### config.mk
export PLATFORM = sky130hd
export DESIGN_NAME = uart_command_rx
export DESIGN_NICKNAME = d
export VERILOG_FILES = /design/src/rtl/uart_command_rx.sv
export SDC_FILE = /design/constraint.sdc
export NUM_CORES = 1
export LEC_CHECK = 0
export CORE_ASPECT_RATIO = 0.7
export CORE_MARGIN = 2
export CORE_UTILIZATION = 55
export DETAILED_ROUTE_END_ITERATION = 7
export GPL_TIMING_DRIVEN = 0
export PLACE_DENSITY = 0.71
export SLEW_MARGIN = 10
export SYNTH_ARGS = -nofsm -noshare
export SYNTH_HDL_FRONTEND = slang
export SYNTH_SLANG_ARGS = --single-unit
### constraint.sdc
create_clock -name clk -period 7.2 [get_ports clk]
set_input_delay 1.44 -clock clk [delete_from_list [all_inputs] [get_ports clk]]
set_output_delay 1.44 -clock clk [all_outputs]
set_load 0.05 [all_outputs]
### src/rtl/uart_command_rx.sv
// 8N1 UART receiver that decodes ASCII drive commands, with a link-loss watchdog forcing STOP.
// All line sampling uses the synchronised rx_s; strobes are registered and last one cycle.
module uart_command_rx #(
    parameter int unsigned CLK_FREQ       = 50_000_000,
    parameter int unsigned BAUD           = 115200,
    parameter int unsigned TIMEOUT_CYCLES = 25_000_000
) (
    input  logic       clk,
    input  logic       reset,
    input  logic       uart_in,
    output logic [7:0] data_rx,
    output logic       byte_valid,
    output logic [2:0] command,
    output logic       cmd_valid,
    output logic       frame_err,
    output logic       cmd_err,
    output logic       timeout,
    output logic       rx_busy
);

    localparam int unsigned ClksPerBit = CLK_FREQ / BAUD;
    localparam int unsigned CntW       = $clog2(ClksPerBit + 1);
    localparam int unsigned WdW        = $clog2(TIMEOUT_CYCLES + 1);

    localparam logic [CntW-1:0] BitEnd  = CntW'(ClksPerBit - 1);
    localparam logic [CntW-1:0] HalfEnd = CntW'(ClksPerBit / 2 - 1);
    localparam logic [WdW-1:0]  WdMax   = WdW'(TIMEOUT_CYCLES);

    typedef enum logic [1:0] {StIdle, StStart, StData, StStop} state_e;

    state_e            state_q, state_d;
    logic              rx_meta_q, rx_s_q;
    logic [CntW-1:0]   cnt_q, cnt_d;
    logic [2:0]        bit_idx_q, bit_idx_d;
    logic [7:0]        shift_q, shift_d;
    logic              armed_q, armed_d;
    logic [7:0]        data_rx_q, data_rx_d;
    logic [2:0]        command_q, command_d;
    logic              byte_valid_q, byte_valid_d;
    logic              cmd_valid_q, cmd_valid_d;
    logic              frame_err_q, frame_err_d;
    logic              cmd_err_q, cmd_err_d;
    logic              timeout_q, timeout_d;
    logic [WdW-1:0]    wd_q, wd_d;

    logic              dec_legal;
    logic [2:0]        dec_cmd;

    always_comb begin
        dec_legal = 1'b1;
        dec_cmd   = 3'd0;
        case (shift_q)
            8'h53:   dec_cmd = 3'd0;
            8'h46:   dec_cmd = 3'd1;
            8'h42:   dec_cmd = 3'd2;
            8'h4C:   dec_cmd = 3'd3;
            8'h52:   dec_cmd = 3'd4;
            default: dec_legal = 1'b0;
        endcase
    end

    always_comb begin
        state_d      = state_q;
        cnt_d        = cnt_q;
        bit_idx_d    = bit_idx_q;
        shift_d      = shift_q;
        armed_d      = armed_q | rx_s_q;
        data_rx_d    = data_rx_q;
        command_d    = command_q;
        byte_valid_d = 1'b0;
        cmd_valid_d  = 1'b0;
        frame_err_d  = 1'b0;
        cmd_err_d    = 1'b0;
        timeout_d    = 1'b0;
        wd_d         = wd_q;

        unique case (state_q)
            StIdle: begin
                if (armed_q && !rx_s_q) begin
                    cnt_d   = '0;
                    state_d = StStart;
                end
            end
            StStart: begin
                if (cnt_q == HalfEnd) begin
                    cnt_d = '0;
                    if (!rx_s_q) begin
                        bit_idx_d = 3'd0;
                        state_d   = StData;
                    end else begin
                        state_d = StIdle;
                    end
                end else begin
                    cnt_d = cnt_q + 1'b1;
                end
            end
            StData: begin
                if (cnt_q == BitEnd) begin
                    cnt_d     = '0;
                    shift_d   = {rx_s_q, shift_q[7:1]};
                    bit_idx_d = bit_idx_q + 3'd1;
                    if (bit_idx_q == 3'd7) begin
                        state_d = StStop;
                    end
                end else begin
                    cnt_d = cnt_q + 1'b1;
                end
            end
            StStop: begin
                if (cnt_q == BitEnd) begin
                    cnt_d   = '0;
                    state_d = StIdle;
                    if (rx_s_q) begin
                        data_rx_d    = shift_q;
                        byte_valid_d = 1'b1;
                        cmd_valid_d  = dec_legal;
                        cmd_err_d    = !dec_legal;
                        if (dec_legal) begin
                            command_d = dec_cmd;
                        end
                    end else begin
                        // Disarm so a held-low break reports once, not once per bit window.
                        frame_err_d = 1'b1;
                        armed_d     = 1'b0;
                    end
                end else begin
                    cnt_d = cnt_q + 1'b1;
                end
            end
            default: state_d = StIdle;
        endcase

        // A command landing on the terminal count wins over the timeout.
        if (cmd_valid_d) begin
            wd_d = '0;
        end else if (wd_q != WdMax) begin
            wd_d = wd_q + 1'b1;
            if (wd_d == WdMax) begin
                timeout_d = 1'b1;
                command_d = 3'd0;
            end
        end
    end

    always_ff @(posedge clk or posedge reset) begin
        if (reset) begin
            rx_meta_q    <= 1'b1;
            rx_s_q       <= 1'b1;
            state_q      <= StIdle;
            cnt_q        <= '0;
            bit_idx_q    <= 3'd0;
            shift_q      <= 8'h00;
            armed_q      <= 1'b0;
            data_rx_q    <= 8'h00;
            command_q    <= 3'd0;
            byte_valid_q <= 1'b0;
            cmd_valid_q  <= 1'b0;
            frame_err_q  <= 1'b0;
            cmd_err_q    <= 1'b0;
            timeout_q    <= 1'b0;
            wd_q         <= '0;
        end else begin
            rx_meta_q    <= uart_in;
            rx_s_q       <= rx_meta_q;
            state_q      <= state_d;
            cnt_q        <= cnt_d;
            bit_idx_q    <= bit_idx_d;
            shift_q      <= shift_d;
            armed_q      <= armed_d;
            data_rx_q    <= data_rx_d;
            command_q    <= command_d;
            byte_valid_q <= byte_valid_d;
            cmd_valid_q  <= cmd_valid_d;
            frame_err_q  <= frame_err_d;
            cmd_err_q    <= cmd_err_d;
            timeout_q    <= timeout_d;
            wd_q         <= wd_d;
        end
    end

    assign data_rx    = data_rx_q;
    assign byte_valid = byte_valid_q;
    assign command    = command_q;
    assign cmd_valid  = cmd_valid_q;
    assign frame_err  = frame_err_q;
    assign cmd_err    = cmd_err_q;
    assign timeout    = timeout_q;
    assign rx_busy    = (state_q != StIdle);

endmodule

== Word level (Yosys, flattened, before mapping) ==
Index checks and enable logic that the tools add are counted.

* Input bits: 3
* Bits in registers: 66
* Output and inout port bits: 17
* Logic and storage cells: 95

* Reductions and logical operators: 13
* Muxes and demuxes: 44
* Add/sub/neg operators: 3
* Bitwise logic cells: 1
* Equality and inequality tests: 19

{| class="wikitable"
|+ Operator list
! operator !! count
|-
| 25-bit 2-to-1 mux || 2
|-
| 8-bit by 7-bit equality test with 1-bit output, second input constant || 5
|-
| 3-bit 2-to-1 mux || 10
|-
| 9-bit 2-to-1 mux || 3
|-
| 9-bit one-hot mux with 3 select lines || 1
|-
| 25-bit by 1-bit adder with 25-bit output, second input constant || 1
|-
| 25-bit equality test, second input constant || 1
|-
| 25-bit inequality test, second input constant || 1
|-
| 1-bit 2-to-1 mux || 19
|-
| 2-bit 2-to-1 mux || 6
|-
| 2-bit inequality test, second input constant || 6
|-
| 3-bit one-hot mux with 4 select lines || 1
|-
| 9-bit by 1-bit adder with 9-bit output, second input constant || 1
|-
| 9-bit by 8-bit equality test with 1-bit output, second input constant || 1
|-
| 9-bit equality test, second input constant || 1
|-
| 2-bit one-hot mux with 4 select lines || 1
|-
| 3-bit one-hot mux with 2 select lines || 1
|-
| 2-bit nonzero test || 3
|-
| 5-bit AND reduction || 1
|-
| 5-bit OR reduction || 1
|-
| 2-bit equality test, second input constant || 2
|-
| 4-bit AND reduction || 1
|-
| 3-bit by 1-bit adder with 3-bit output, second input constant || 1
|-
| 3-bit equality test, second input constant || 1
|-
| other kinds (8) || 9
|}

== Longest topological paths before layout ==
Gate-level depths: netlist (run 1).

* Depth after elaboration: 10
* Depth in mapped cells: 9
* Depth with buffers taken out: 8

== Worst setup path before layout (run 1) ==
OpenSTA, ideal clock, no wires.

* Kind: reg2reg
* From: register wd_q[0]
* To: register command_q[0] (netlist: command[0])
* Setup time: 0.137 ns
* Period minus slack after synthesis: 2.610 ns
* Buffers on the path: 0
* Cell stages (with the launch flop): 8
* Arrival: 2.473 ns
* Slack: 4.590 ns
* Data required time: 7.063 ns
* Cells stage by stage: dfrtp_1 ha_1 nand3_4 or4b_1 a2111o_1 a211o_1 a2111oi_4 a21oi_1

* Longest elaborated chain between the ends: 5
* Elaborated cells between the ends (all ways): 6
* Those cells by class: add/sub: 1; eq/ne: 2; mux: 3

{| class="wikitable"
|+ Ends and longest elaborated chain
! element !! line !! text
|-
| start: declaration || 44 || <nowiki>logic [WdW-1:0] wd_q, wd_d;</nowiki>
|-
| start signal: assignment || 177 || <nowiki>wd_q <= wd_d;</nowiki>
|-
| 25-bit by 1-bit adder with 25-bit output || 137 || <nowiki>wd_d = wd_q + 1'b1;</nowiki>
|-
| 25-bit equality test || 138 || <nowiki>if (wd_d == WdMax) begin</nowiki>
|-
| 3-bit 2-to-1 mux || 138 ||
|-
| 3-bit 2-to-1 mux * || 136 || <nowiki>end else if (wd_q != WdMax) begin</nowiki>
|-
| 3-bit 2-to-1 mux * || 134 || <nowiki>if (cmd_valid_d) begin</nowiki>
|-
| via command_d[0] || 38 || <nowiki>logic [2:0] command_q, command_d;</nowiki>
|-
| end signal: assignment || 171 || <nowiki>command_q <= command_d;</nowiki>
|-
| end: declaration || 38 ||
|}

Mark *: on every way through the listed nets, which the timed path passes. The rest lies on a longest branch.
A chain may end at the register's enable or synchronous reset.

== Worst setup path after layout (run 1) ==
* From: register state_q[0]
* To: output rx_busy

* Longest elaborated chain between the ends: 1

{| class="wikitable"
|+ Ends and longest elaborated chain
! element !! line !! text
|-
| start: declaration || 31 || <nowiki>state_e state_q, state_d;</nowiki>
|-
| start signal: assignment || 149 || <nowiki>state_q <= StIdle;</nowiki>
|-
| start signal: assignment || 165 || <nowiki>state_q <= state_d;</nowiki>
|-
| 2-bit nonzero test || 188 || <nowiki>assign rx_busy = (state_q != StIdle);</nowiki>
|-
| end: declaration || 18 || <nowiki>output logic rx_busy</nowiki>
|}

No other way between the ends.

==> reports/results.ini, run 1 <==
[power_and_ir_drop]
peakVddDrop_uv=168
p_clk_share_pct=36.9
swShare_pct=27.3
powerDensity_nw_per_um2=185
power_switching_mw=0.206
p_comb_share_pct=9.2
seq_power_share_pct=53.9
p_leak_nw=1.82
p_total_mw=0.755
intPower_mw=0.549

[clock_tree]
clockRootBuffer=clkbuf_8
clock_latency_ps=350
cts_tree=built
hold_buffers=0
post-cts-setup-buffer-count=0
path_clk_slew_ps=70
cts.sinks=66
ctsHtreeMaxLevel=3
cts_buffers=9
cts_resized=0
clockBufferDepth=2

[die]
die_area_sq_um=7210
fp-row-count=24
ios=20
die_y_um=71.7
die_w_um=101
core_sq_um=6280
initial_core_util_pct=57.3

[worst_setup_path]
start_kind=flip-flop
r2r_slack_ps=4190
worst-r2r-cell-count=7
worst_setup_path_end_kind=output port
rr_startpoint=wd_q[0]$_DFFE_PP0P_
crit_type=flip-flop to output port
cp.arrival_ps=1770
cp_max_fo=6
required_ps=5760
r2r_end=command[1]$_DFF_PP0_

[sta]
skew_ps=11.9
finalSetupViolCount=0
tightest_slew_ps=754
min_period_ps=3210
slew_violations=0
layout_setup_ws_ps=3990
max_freq_mhz=312
rsz0062_at_grt=no
tns_ps=0
slew_headroom_pct=49.7
fin_crit_sh_pct=44.6
finalHoldViolCount=0

[synth]
synthTopCellsByCount=dfrtp_1, nor2_1, nand2_1, xnor2_1, nand3_1
synth.distinct_cells=54
synthTopCellsByArea=dfrtp_1, nor2_1, nand2_1
netlist.area_leader.share_pct=44.5
yosys_warnings=0
synth_ff_type=dfrtp_1
synth_seq_cells=66
syn_area_sq_um=3600
synth_top_area_cell=dfrtp_1
synthAdderAreaFrac_pct=2.78
synthCells=377
synthSimpleGateAreaFrac_pct=26.8
muxShareOfSynthArea_pct=3.65
synth.most_common_cell=dfrtp_1
synth_edf_count=0
synth_compound_area_share_pct=9.39
yosysSeqAreaShare_pct=46.0
synth_nets=388
synthXorXnorAreaFrac_pct=6.82
ys_async_sr_fraction_pct=100
syn_area_per_cell_sq_um=9.54
synth_top_family_by_area=simple AND/OR/NAND/NOR gates

[global_routing]
grt_max_degree=48
antenna_found_initial=0
grt-ovfl-total=0
grt_pass1_wl_um=12800
met2_usage_pct=31.4
busiest_layer=met1
first_global_vias=2601
use_met3_pct=4.98
grt_use_met1_pct=35.8
grt_usage_pct=23.0

[route]
num_vias=2812
drcViolationCount=0
drt_pass1_iterations=5
postRouteAntennaNets=0
drt-initial-drc-count=200
wl_per_cell_um=15.3
vias_per_cell=5.73
routed_wl_um=7510

[placement]
dpl_worst_slack_ps=4200
hpwl_um=5350
port_buffers=19
gp_congestion=0.773
post_dp_cell_area_sq_um=3910

[cells_and_area]
final_core_util_pct=65.1
drive_gt1_share_pct=10.7
design_area_sq_um=4090
syn_to_final_growth_pct=13.6
diodes=0
fin_nets=419

[min_path]
hold_path_class=flip-flop to flip-flop
min_to=rx_s_q$_DFF_PP1_
holdPathStages=0
hp-start=rx_meta_q$_DFF_PP1_

[flow_run]
cap_violations=0

[outcome]
status=finished clean

[layout by cell type, fill, tap and decap left out, types with 10 or more instances in the layout]
cell and count:
xnor2_1 19, nand4_1 13, clkdlybuf4s50_1 19, a21oi_1 12
nor2_1 50, inv_1 13, dfrtp_1 64, nand3_1 16
clkbuf_8 10, nand2_1 49
[worst max path at each step]
stage | start | end | slack, ps
finish | state_q[0]$_DFFE_PP0P_ | rx_busy | 3990
global route | state_q[0]$_DFFE_PP0P_ | rx_busy | 3920
global placement | reset | data_rx[3]$_DFFE_PP0P_ | 2930
floorplan | reset | asynchronous set/reset pin | 4110
detailed placement | wd_q[0]$_DFFE_PP0P_ | command[1]$_DFF_PP0_ | 4200
CTS | state_q[0]$_DFFE_PP0P_ | rx_busy | 3970
[sequential cells by signal, summed over array words and instances, names as in the netlist, named ones only]
signal	cells
shift_q	8
cmd_err	1
bit_idx_q	3
cmd_valid	1
timeout	1
data_rx	8
cnt_q	9
state_q	1
armed_q	1
frame_err	1
rx_meta_q	1
byte_valid	1
rx_s_q	1
wd_q	25
command	3
[final cells by class]
| class | count | area, sq um |
|---|---|---|
| Buffer | 15 | 110 |
| Clock buffer | 11 | 141 |
| Clock inverter | 5 | 30.0 |
| Fill cell | 535 | 2190 |
| Inverter | 14 | 55.1 |
| Multi-Input combinational cell | 282 | 1780 |
| Sequential cell | 66 | 1650 |
| Tap cell | 78 | 97.6 |
| Timing Repair Buffer | 20 | 218 |
[through the flow]
step / cells / hold slack, ps
finish: 491 / 363
CTS: 491 / 365
global placement: 474 / 347
global route: 491 / 373
floorplan: 377 / 345
detailed placement: 475 / 354
[metal layers]
metal	up-vias	share of wire [%]
met5	-	0
met4	0	1.5
met3	11	5.1
met2	77	41
met1	1333	53
li1	1391	-
[critical path, stage by stage, from the launching register on]
cell,delay [ps]
dfrtp_1,420
or2_1,290
clkdlybuf4s50_1,710
[cell families after synthesis]
family,after synthesis
flip-flops,66
AO/OA/AOI/OAI,51
AND/OR/NAND/NOR,183
buffers and inverters,29
adder cells (fa/ha/maj),8
XOR/XNOR,28
multiplexers,12
[power by group through the flow]
stage,combinational (mW),sequential (mW),clock (mW)
finish,0.0694,0.407,0.279
global placement,0.0649,0.412,0
CTS,0.0704,0.406,0.287
detailed placement,0.0695,0.414,0
floorplan,0.0527,0.408,0
global route,0.0788,0.409,0.302
No activity file was read; power rests on OpenSTA's default activity.
==> inputs of run 2 (changes only) <==
--- a/config.mk
+++ b/config.mk
@@ -7,10 +7,10 @@
 export LEC_CHECK = 0
 export CORE_ASPECT_RATIO = 0.7
 export CORE_MARGIN = 2
-export CORE_UTILIZATION = 55
+export CORE_UTILIZATION = 54
 export DETAILED_ROUTE_END_ITERATION = 7
 export GPL_TIMING_DRIVEN = 0
-export PLACE_DENSITY = 0.71
+export PLACE_DENSITY = 0.73
 export SLEW_MARGIN = 10
 export SYNTH_ARGS = -nofsm -noshare
 export SYNTH_HDL_FRONTEND = slang
==> constraint.sdc (replaced) <==
create_clock -name clk -period 2.7 [get_ports clk]
set_input_delay 0.54 -clock clk [delete_from_list [all_inputs] [get_ports clk]]
set_output_delay 0.54 -clock clk [all_outputs]
set_load 0.05 [all_outputs]
==> run 2 against run 1 <==
Effect of this change: sequential share of layout area decreased by 0.81 points; critical path depth increased by 5; critical endpoint is now command[2]$_DFF_PP0_; largest cell class unchanged; core utilization increased by 0.80 points.
==> reports/results.ini, run 2 (synthesis gave the netlist of run 1 again) <==
[outcome]
status=finished clean

[die]
core_sq_um=6340
fp-row-count=24
die_area_sq_um=7340
die_y_um=72.3
die_w_um=102
initial_core_util_pct=56.8
ios=20

[worst_setup_path]
crit_type=flip-flop to flip-flop
required_ps=2910
cp_max_fo=7
start_kind=flip-flop
cp.arrival_ps=2800
worst_setup_path_end_kind=flip-flop

[sta]
max_freq_mhz=386
slew_headroom_pct=48.9
rsz0062_at_grt=no
finalSetupViolCount=0
layout_setup_ws_ps=108
min_period_ps=2590
holdWs_ps=357
fin_crit_sh_pct=96.0
slew_violations=0
skew_ps=6.40
tightest_slew_ps=766
finalHoldViolCount=0

[power_and_ir_drop]
swShare_pct=26.5
p_total_mw=2.09
p_clk_share_pct=39.2
peakVddDrop_uv=375
seq_power_share_pct=52.0
p_leak_nw=1.85
power_switching_mw=0.554
intPower_mw=1.53
p_comb_share_pct=8.7
powerDensity_nw_per_um2=500

[placement]
port_buffers=19
hpwl_um=5220
dpl_worst_slack_ps=-205
gp_congestion=0.822
place_inst=488

[global_routing]
first_global_vias=2687
grt_max_degree=51
grt_usage_pct=22.8
antenna_found_initial=0
grt-ovfl-total=0
grt_pass1_wl_um=13000

[clock_tree]
hold_buffers=0
clockRootBuffer=clkbuf_8
path_clk_slew_ps=70
cts_buffers=9
clock_latency_ps=340
clockBufferDepth=2
cts.sinks=66
cts_tree=built
ctsHtreeMaxLevel=3

[cells_and_area]
syn_to_final_growth_pct=16.1
final_core_util_pct=65.9
final_common_cell=dfrtp_1
fin_cells=507
largest_reg_flops=25
diodes=0
mostFrequentLayoutCells=dfrtp_1, nor2_1, nand2_1, xnor2_1, clkdlybuf4s50_1
drive_gt1_share_pct=13.0
top_register=wd_q
reg_top3=wd_q: 25 flops, cnt_q: 9 flops
fin_nets=422

[route]
vias_per_cell=5.66
drt_pass1_iterations=6
drt-initial-drc-count=116
num_vias=2870
routed_wl_um=7510
postRouteAntennaNets=0
drcViolationCount=0
wl_per_cell_um=14.8

[min_path]
hold_path_class=flip-flop to flip-flop

[flow_run]
cap_violations=0

[run 2: final timing paths]
kind	startpoint	end	slack (ps)	cells past startpoint
max in group asynchronous	reset	rx_s_q$_DFF_PP1_	1660	3
min in group asynchronous	reset	wd_q[5]$_DFFE_PP0P_	480	2
hold / removal	rx_meta_q$_DFF_PP1_	rx_s_q$_DFF_PP1_	360	0
hold reg to reg	rx_meta_q$_DFF_PP1_	rx_s_q$_DFF_PP1_	360	0
setup reg to reg	wd_q[0]$_DFFE_PP0P_	command[2]$_DFF_PP0_	110	7
setup / recovery	wd_q[0]$_DFFE_PP0P_	command[2]$_DFF_PP0_	110	7
[run 2: per-layer routing]
metal | up-vias | routed length [um] | track usage, %
met1 | 1411 | 3860 | 32.9
met3 | 7 | 300 | 4.34
met2 | 60 | 3300 | 34.8
met5 | - | 0 | 0
li1 | 1392 | - | -
met4 | 0 | 56 | 7.36
[run 2: worst max-delay path, cell delays in order (launching register included)]
cell       delay, ps
dfrtp_2          450
ha_4             200
nand3_4          130
or4b_1           520
a2111o_1         450
a211o_1          310
a2111oi_4        280
a21oi_1          130
[run 2: stage by stage]
stage | setup TNS (ps) | instance area (sq um)
floorplan | 0 | 3600
global placement | -42190 | 3900
detailed placement | -782 | 3930
CTS | 0 | 4150
global route | 0 | 4180
finish | 0 | 4180
[run 2: area by class of cell]
class	instances	area [sq um]
Clock inverter	7	70.1
Tap cell	91	114
Multi-Input combinational cell	282	1800
Fill cell	517	2160
Clock buffer	9	124
Timing Repair Buffer	23	240
Buffer	15	111
Sequential cell	66	1660
Inverter	14	55.1
[run 2: timing repair]
action | 4_1_cts | 5_1_grt
buffers inserted | 1 | 2
pin swaps | 3 | 1
setup endpoints to repair | 13 | 14
resized for setup | 5 | 3
[run 2: power by group through the flow]
stage | logic (mW) | clock network, mW | registers (mW)
after detailed placement | 0.186 | 0 | 1.10
after global placement | 0.173 | 0 | 1.10
after floorplan | 0.140 | 0 | 1.09
final | 0.182 | 0.819 | 1.09
after global routing | 0.213 | 0.878 | 1.09
after CTS | 0.186 | 0.835 | 1.09
